### config.mk
export PLATFORM = sky130hd
export DESIGN_NAME = lane_controller
export DESIGN_NICKNAME = d
export VERILOG_FILES = /design/src/rtl/game_pkg.sv /design/src/rtl/debouncer.sv /design/src/rtl/lane_controller.sv
export SDC_FILE = /design/constraint.sdc
export NUM_CORES = 1
export LEC_CHECK = 0
export ABC_AREA = 0
export CAP_MARGIN = 30
export CELL_PAD_IN_SITES_DETAIL_PLACEMENT = 0
export CELL_PAD_IN_SITES_GLOBAL_PLACEMENT = 1
export CORE_AREA = 10 10 107 109
export CTS_CLUSTER_SIZE = 14
export DETAILED_ROUTE_END_ITERATION = 10
export DIE_AREA = 0 0 117 119
export DONT_BUFFER_PORTS = 1
export MAX_ROUTING_LAYER = met4
export PLACE_DENSITY_LB_ADDON = 0.12
export SLEW_MARGIN = 20
export SYNTH_ARGS = -nofsm -noshare
export SYNTH_HDL_FRONTEND = slang
export SYNTH_HIERARCHICAL = 1
export SYNTH_SLANG_ARGS = --single-unit
### constraint.sdc
create_clock -name CLK100MHZ -period 11.45 [get_ports CLK100MHZ]
set_input_delay 2.29 -clock CLK100MHZ [delete_from_list [all_inputs] [get_ports CLK100MHZ]]
set_output_delay 2.29 -clock CLK100MHZ [all_outputs]
set_load 0.03 [all_outputs]
### src/rtl/game_pkg.sv
// Shared types and defaults for the runner game's player logic.
package game_pkg;

   typedef enum logic [1:0] {
      LANE_L = 2'd0,
      LANE_M = 2'd1,
      LANE_R = 2'd2
   } lane_t;

   typedef enum logic {
      IDLE = 1'b0,
      MOVE = 1'b1
   } lane_state_t;

   localparam int LANE_DX_DEF = 100;
   localparam int STEP_DEF    = 20;

   // Neighbouring lane; callers have already excluded moves into a wall.
   function automatic lane_t lane_step(input lane_t cur, input logic right);
      return right ? lane_t'(cur + 2'd1) : lane_t'(cur - 2'd1);
   endfunction

endpackage

### src/rtl/debouncer.sv
// Button synchronizer and debouncer producing a one-cycle pulse on each
// accepted press.
module debouncer #(
   parameter int DEBOUNCE_CYCLES = 1_000_000
) (
   input  logic clk,
   input  logic rst_n,
   input  logic btn_i,
   output logic press_o
);

   localparam int CW = (DEBOUNCE_CYCLES > 1) ? $clog2(DEBOUNCE_CYCLES) : 1;
   localparam logic [CW-1:0] CNT_MAX = CW'(DEBOUNCE_CYCLES - 1);

   logic          sync1_q, sync2_q;
   logic          level_q, level_d;
   logic          press_q, press_d;
   logic [CW-1:0] cnt_q, cnt_d;
   logic          accept;

   assign accept = (sync2_q != level_q) && (cnt_q == CNT_MAX);

   always_comb begin
      level_d = level_q;
      cnt_d   = cnt_q + 1'b1;
      press_d = accept && sync2_q;
      if (sync2_q == level_q) begin
         cnt_d = '0;
      end else if (accept) begin
         level_d = sync2_q;
         cnt_d   = '0;
      end
   end

   // NOTE: reset is sampled on the clock edge, so it sits inside the clocked branch.
   always_ff @(posedge clk) begin
      if (!rst_n) begin
         sync1_q <= 1'b0;
         sync2_q <= 1'b0;
         level_q <= 1'b0;
         press_q <= 1'b0;
         cnt_q   <= '0;
      end else begin
         sync1_q <= btn_i;
         sync2_q <= sync1_q;
         level_q <= level_d;
         press_q <= press_d;
         cnt_q   <= cnt_d;
      end
   end

   assign press_o = press_q;

endmodule

### src/rtl/lane_controller.sv
// Debounced three-lane player position with per-frame animated horizontal
// offset toward the committed lane.
module lane_controller
   import game_pkg::*;
#(
   parameter int HWIDTH          = 12,
   parameter int LANE_DX         = LANE_DX_DEF,
   parameter int STEP            = STEP_DEF,
   parameter int DEBOUNCE_CYCLES = 1_000_000
) (
   input  logic                     CLK100MHZ,
   input  logic                     CPU_RESETN,
   input  logic                     BTNL,
   input  logic                     BTNR,
   input  logic                     VGA_VS,
   input  logic                     en,
   output logic signed [HWIDTH-1:0] hoffset,
   output logic [1:0]               lane,
   output logic                     moving
);

   typedef logic signed [HWIDTH-1:0] off_t;
   localparam off_t              DX     = off_t'(LANE_DX);
   localparam off_t              STEP_O = off_t'(STEP);
   localparam logic [HWIDTH:0]   STEP_U = (HWIDTH+1)'(STEP);

   logic        press_l, press_r;
   logic        vs1_q, vs2_q, vs3_q, tick_q;
   lane_state_t state_q, state_d;
   lane_t       lane_q, lane_d;
   off_t        hoff_q, hoff_d;
   logic        pend_q, pend_d, pend_dir_q, pend_dir_d;

   debouncer #(.DEBOUNCE_CYCLES(DEBOUNCE_CYCLES)) u_deb_l (
      .clk(CLK100MHZ), .rst_n(CPU_RESETN), .btn_i(BTNL), .press_o(press_l)
   );
   debouncer #(.DEBOUNCE_CYCLES(DEBOUNCE_CYCLES)) u_deb_r (
      .clk(CLK100MHZ), .rst_n(CPU_RESETN), .btn_i(BTNR), .press_o(press_r)
   );

   logic                   press_valid, press_right, new_ok, take, take_dir;
   off_t                   target;
   logic signed [HWIDTH:0] diff;
   logic [HWIDTH:0]        diff_abs;

   always_comb begin
      state_d     = state_q;
      lane_d      = lane_q;
      hoff_d      = hoff_q;
      pend_d      = pend_q;
      pend_dir_d  = pend_dir_q;
      press_valid = en && (press_l ^ press_r);
      press_right = press_r;
      new_ok      = press_valid &&
                    !(press_right ? (lane_q == LANE_R) : (lane_q == LANE_L));
      take        = new_ok || (pend_q && en);
      take_dir    = new_ok ? press_right : pend_dir_q;
      case (lane_q)
         LANE_L:  target = -DX;
         LANE_R:  target = DX;
         default: target = '0;
      endcase
      diff     = (HWIDTH+1)'(target) - (HWIDTH+1)'(hoff_q);
      diff_abs = diff[HWIDTH] ? $unsigned(-diff) : $unsigned(diff);

      case (state_q)
         IDLE: begin
            if (new_ok) begin
               lane_d  = lane_step(lane_q, press_right);
               state_d = MOVE;
            end
         end
         MOVE: begin
            if (!en) begin
               pend_d = 1'b0;
            end else if (new_ok) begin
               pend_d     = 1'b1;
               pend_dir_d = press_right;
            end
            if (tick_q) begin
               if (diff_abs <= STEP_U) begin
                  // Arrival: a waiting press retargets in the same cycle.
                  hoff_d = target;
                  pend_d = 1'b0;
                  if (take) lane_d = lane_step(lane_q, take_dir);
                  else      state_d = IDLE;
               end else begin
                  hoff_d = diff[HWIDTH] ? hoff_q - STEP_O : hoff_q + STEP_O;
               end
            end
         end
         default: state_d = IDLE;
      endcase
   end

   always_ff @(posedge CLK100MHZ) begin
      if (!CPU_RESETN) begin
         vs1_q      <= 1'b0;
         vs2_q      <= 1'b0;
         vs3_q      <= 1'b0;
         tick_q     <= 1'b0;
         state_q    <= IDLE;
         lane_q     <= LANE_M;
         hoff_q     <= '0;
         pend_q     <= 1'b0;
         pend_dir_q <= 1'b0;
      end else begin
         vs1_q      <= VGA_VS;
         vs2_q      <= vs1_q;
         vs3_q      <= vs2_q;
         tick_q     <= vs2_q && !vs3_q;
         state_q    <= state_d;
         lane_q     <= lane_d;
         hoff_q     <= hoff_d;
         pend_q     <= pend_d;
         pend_dir_q <= pend_dir_d;
      end
   end

   assign hoffset = hoff_q;
   assign lane    = lane_q;
   assign moving  = (state_q == MOVE);

endmodule
## Word-level counts from Yosys, hierarchy flattened

Index checks and enable logic that the tools add are counted.

| storage, ports and cells | value |
|---|---|
| input port bits | 6 |
| register bits after elaboration | 69 |
| word-level logic and storage cells | 85 |

| cells by class | value |
|---|---|
| equality and inequality tests | 11 |
| bitwise operators | 5 |
| add/subtract/negate cells | 8 |
| reductions and logical operators | 19 |
| magnitude comparators | 1 |
| mux-type cells | 22 |

Operator list:

| kind | count |
|---|---|
| adder 20 x 1 -> 20 bit, second input constant | 2 |
| equality test 20 bit, second input constant | 2 |
| 2-to-1 mux 12 bit | 2 |
| case mux 12 bit (2 select lines) | 1 |
| less-or-equal comparator 13 x 5 -> 1 bit, second input constant | 1 |
| 2-to-1 mux 13 bit | 1 |
| negator 13 bit | 1 |
| subtractor 12 x 12 -> 13 bit | 1 |
| adder 12 x 6 -> 12 bit, second input constant | 1 |
| 2-to-1 mux 2 bit | 6 |
| subtractor 12 x 6 -> 12 bit, second input constant | 1 |
| 2-to-1 mux 1 bit | 10 |
| logical AND 1 bit | 8 |
| AND reduction 2 bit | 4 |
| OR reduction 3 bit | 2 |
| != test 2 x 1 -> 1 bit, second input constant | 2 |
| != test 2 bit, second input constant | 2 |
| inverter 1 bit | 4 |
| case mux 2 bit (2 select lines) | 1 |
| AND reduction 4 bit | 1 |
| adder 2 x 1 -> 2 bit, second input constant | 1 |
| equality test 1 bit | 2 |
| equality test 2 bit, second input constant | 1 |
| zero test 1 bit | 2 |
| 6 further kinds | 7 |

## Logic depth before layout (Yosys ltp)

| logic depth | value |
|---|---|
| word-level depth | 10 |
| depth in mapped cells | 21 |

## By module

The synthesis kept the hierarchy.

Modules (own cells, without submodules):

| module | sequential area each (µm²) | area each (µm²) | cells an instance | instances |
|---|---|---|---|---|
| lane_controller | 380.4 | 2401.1 | 309 | 1 |
| debouncer | 480.5 | 1078.5 | 118 | 2 |

## Least setup slack after synthesis

Ideal clock, no wire load.

| timing path | value |
|---|---|
| path kind | flip-flop to flip-flop |
| from | register lane_q[0] (netlist: lane[0]) |
| to | register hoff_q[11] (netlist: hoffset[11]) |
| arrival time | 4.256 ns |
| stages on the path, launching flop included | 21 |
| buffers on the path | 1 |
| period minus slack after synthesis | 4.384 ns |
| setup slack | 7.066 ns |
| required time | 11.322 ns |
| path through | dfxtp_1 inv_1 ha_1 nor2_1 o31a_1 o211a_1 buf_6 o311ai_2 nand2_1 ha_1 a21o_1 a21oi_1 o21bai_1 a21oi_1 o21bai_1 a21oi_1 o21ai_0 xnor2_1 and3_1 o21ai_0 o211ai_1 |

| on the way | value |
|---|---|
| cells in the longest elaborated chain, start to end | 7 |

Ends and longest elaborated chain:

| item | line | text |
|---|---|---|
| from (decl) | lane_controller.sv:30 | `lane_t lane_q, lane_d;` |
| from (signal assigned) | lane_controller.sv:113 | `lane_q <= lane_d;` |
| equality test 2 bit / zero test 2 bit (equally long branches) | lane_controller.sv:58 | `case (lane_q)` |
| case mux 12 bit (2 select lines) (*) | lane_controller.sv:58 |  |
| subtractor 12 x 12 -> 13 bit | lane_controller.sv:63 | `diff = (HWIDTH+1)'(target) - (HWIDTH+1)'(hoff_q);` |
| negator 13 bit | lane_controller.sv:64 | `diff_abs = diff[HWIDTH] ? $unsigned(-diff) : $unsigned(diff);` |
| 2-to-1 mux 13 bit | lane_controller.sv:64 |  |
| less-or-equal comparator 13 x 5 -> 1 bit | lane_controller.sv:81 | `if (diff_abs <= STEP_U) begin` |
| 2-to-1 mux 12 bit (*) | lane_controller.sv:81 |  |
| to (signal assigned) | lane_controller.sv:114 | `hoff_q <= hoff_d;` |
| to (decl) | lane_controller.sv:31 | `off_t hoff_q, hoff_d;` |

Every way passes the cells marked *; elsewhere a longest branch is shown, timed or not.
A chain may end at the register's enable or synchronous reset.

## Worst setup path after layout

Ends and elaborated chain as after synthesis.

==> metrics.txt <==
status complete, no violations; Crit Path Category flip-flop to flip-flop; busiest grt layer met2; Logic pwr share ~1.2%; Fill cells 918; met2 Use GR 24.8%; top-count cell post-synth dfxtp_1; ys flop type dfxtp_1; met3 Track Usage GR between 3 and 4%; worst-skew pair later-pin latency 0.34 ns; WP buf/inv 2; sequential power share 57.6%; Routed Antenna Nets 0; Post-synth top cells dfxtp_1 (67), nor2_1 (61), xnor2_1 (39); Required @ worst endpoint 11.72 ns; number of distinct library cells after synthesis 73; met1 usage around 19%; clock skew 0.00871 ns; Post-Route WL 10500 um; Post-route DRC 0; Post-Synthesis Cells 545; post-synthesis xor/xnor area fraction about 11%; Final Hold Viols 0; Sw Share 23.1%; Crit path depth 19; Yosys reg bits between 60 and 70; Root Buffer clkbuf_8; period utilisation layout 45.5%; drt wl/cell 16.1 um; CTS Hold Bufs 0; antenna cell count 0; Syn-to-layout area delta 3.65%; Slew headroom between 30% and 40%; Seq/Total Area, Yosys 29.4%; crit path to hoffset[11]$_SDFFE_PN0P_; placer congestion estimate between 0.8 and 0.9; Reg-to-Reg Start lane[0]$_SDFFE_PN1P_; Setup crit start lane[0]$_SDFFE_PN1P_; Mapped Area 4560 um^2; vias 3769; Post-synth EDFFs 0; RSZ-0062 raised after global routing false; fin cells 651; net count reported at finish around 560; Post-Synth Simple-Gate Area 29.6%; Syn Area/Cell 8.36 um^2; clock sink total 67; Worst-Margin Slew 0.905 ns; cell family with most CP delay compound AO/OA/AOI/OAI gates; vias per std cell between 5 and 6; Int Power 314 uW; TNS Setup 0 ns; switching power 94.1 uW; Fmax 192 MHz; Reg clk slew, reported paths ~0.070 ns; initial antenna violation count 0; worst-path cell chain inv_1 > ha_1 > buf_8 > o31a_1 > o211a_1 > o311ai_2 > nand2_1 > ha_1 > a21o_1 > a21oi_1 > o21bai_1 > a21oi_1 > o21bai_1 > a21oi_1 > o21ai_0 > xnor2_1 > nor4b_1 > o21ai_0 > o211ai_1; vias in the first global route 3475; ys async rst share 0%; DPL Wire Length roughly 7600 um; layout cell share with drive strength beyond 1 8.57%; leakage 1.58 nW; largest family of logic cells by synthesized area simple AND/OR/NAND/NOR gates; Starting Density approximately half; Final Max Slew Viols 0; minimum clock period 5.21 ns; Compound-Gate Fraction of Synth Area 16.6%; DR pass1 iterations 5; Rows 36; Post-CTS Setup Bufs 0; DP Cell Count between 600 and 700; Max Root-Sink Buffers 2; reg2reg setup slack 6.24 ns; Max Cap Violations 0; cell taking the most area after synthesis dfxtp_1; Die Width 117 um; PD cells ~86 nW/um^2; DR iter-0 viols ~200; Yosys Warn Count 6; die area 13900 um^2; Critical Path Slowest Stage Cell dfxtp_1; Die Y 119 um; max incr delay on CP 0.59 ns; cell mode on critical path a21oi_1; R2R cell count 19; Clk network pwr share 41.2%; PostCTS Resize Cnt 0; synth top area cells dfxtp_1 (29%), xnor2_1 (7.5%), ha_1 (5.2%); Power, Total 408 uW; setup violators final 0; CTS tree yes; post-synth top area share slightly below 30%; CP Capture Type flip-flop; post-synthesis mux area share between 1.5 and 2%; Max FO, Critical Path 18; Hold Crit Class flip-flop to flip-flop; core area roughly 9500 um^2; reg2reg end hoffset[11]$_SDFFE_PN0P_; largest net degree at the start of global routing 30; startpoint types flip-flop; Synth Area in Adders 5.65%; WP data arrival 5.48 ns; # IOs 21; CTS buffer count 9; All-Layer GR Usage roughly 16%; H-tree depth 3; first-pass GRT wire length between 15000 and 20000 um; Peak VDD IR 0.0000703 V; number of port buffers 0; grt total ovfl 0
power groups by stage:
stage / Sequential [mW] / Combinational, mW / Clock (mW)
finish: 0.235 / 0.00480 / 0.168
global route: 0.235 / 0.00540 / 0.186
CTS: 0.235 / 0.00486 / 0.176
detailed placement: 0.240 / 0.00484 / 0
global placement: 0.240 / 0.00478 / 0
floorplan: 0.240 / 0.00566 / 0
placed cells by master (no fill, tap or decap), drive strengths merged, types with 16 or more instances in the layout:
master	instances
a21oi	17
dfxtp	67
ha	19
inv	27
nand2	38
nand3	21
nor2	61
nor3	20
o21ai	16
xnor2	40
worst min path at each step:
stage	startpoint	end	slack, ns	depth (start not counted)
after floorplan	vs3_q$_SDFF_PN0_	tick_q$_SDFF_PN0_	0.37	1
after global placement	vs3_q$_SDFF_PN0_	tick_q$_SDFF_PN0_	0.37	1
after detailed placement	vs3_q$_SDFF_PN0_	tick_q$_SDFF_PN0_	0.38	1
after CTS	vs3_q$_SDFF_PN0_	tick_q$_SDFF_PN0_	0.39	1
after global routing	vs3_q$_SDFF_PN0_	tick_q$_SDFF_PN0_	0.40	1
final	vs3_q$_SDFF_PN0_	tick_q$_SDFF_PN0_	0.39	1
sequential cells by signal (all words and copies together) (netlist names):
register and cells:
hoffset 10, lane 2, moving 1, pend_dir_q 1, pend_q 1, tick_q 1, u_deb_l/cnt_q 20, u_deb_l/level_q 1
u_deb_l/press_o 1, u_deb_l/sync1_q 1, u_deb_l/sync2_q 1, u_deb_r/cnt_q 20, u_deb_r/level_q 1, u_deb_r/press_o 1, u_deb_r/sync1_q 1, u_deb_r/sync2_q 1
vs1_q 1, vs2_q 1, vs3_q 1
per-stage QoR:
step                cell area, um^2  setup slack, ns  utilization, %  hold WS, ns
finish                         4720             6.24            49.9        0.390
global route                   4720             5.71            49.9        0.396
CTS                            4710             6.12            49.8        0.392
detailed placement             4550             6.17            48.1        0.381
global placement               4550             6.25            48.1        0.371
floorplan                      4560             7.07               -        0.367
logic make-up after synthesis:
group                    count (synthesis)
other                                    1
XOR/XNOR                                56
buffers and inverters                   53
adder cells (fa/ha/maj)                 20
flip-flops                              67
AND/OR/NAND/NOR                        242
AO/OA/AOI/OAI                           98
multiplexers                             8
metal layers:
layer,vias to the layer above,routed length [um]
met5,-,0
met2,61,5050
met4,0,157
met1,1763,4800
li1,1935,-
met3,10,444
area by class of cell:
| type | instances | area [um^2] | share of cell area (%) |
|---|---|---|---|
| Clock buffer | 11 | 131 | 2.78 |
| Clock inverter | 5 | 30.0 | 0.636 |
| Inverter | 27 | 101 | 2.15 |
| Multi-Input combinational cell | 426 | 2960 | 62.7 |
| Sequential cell | 67 | 1340 | 28.4 |
| Tap cell | 114 | 143 | 3.02 |
| Timing Repair Buffer | 1 | 15.0 | 0.318 |
Power figures use the tool's default switching activity.
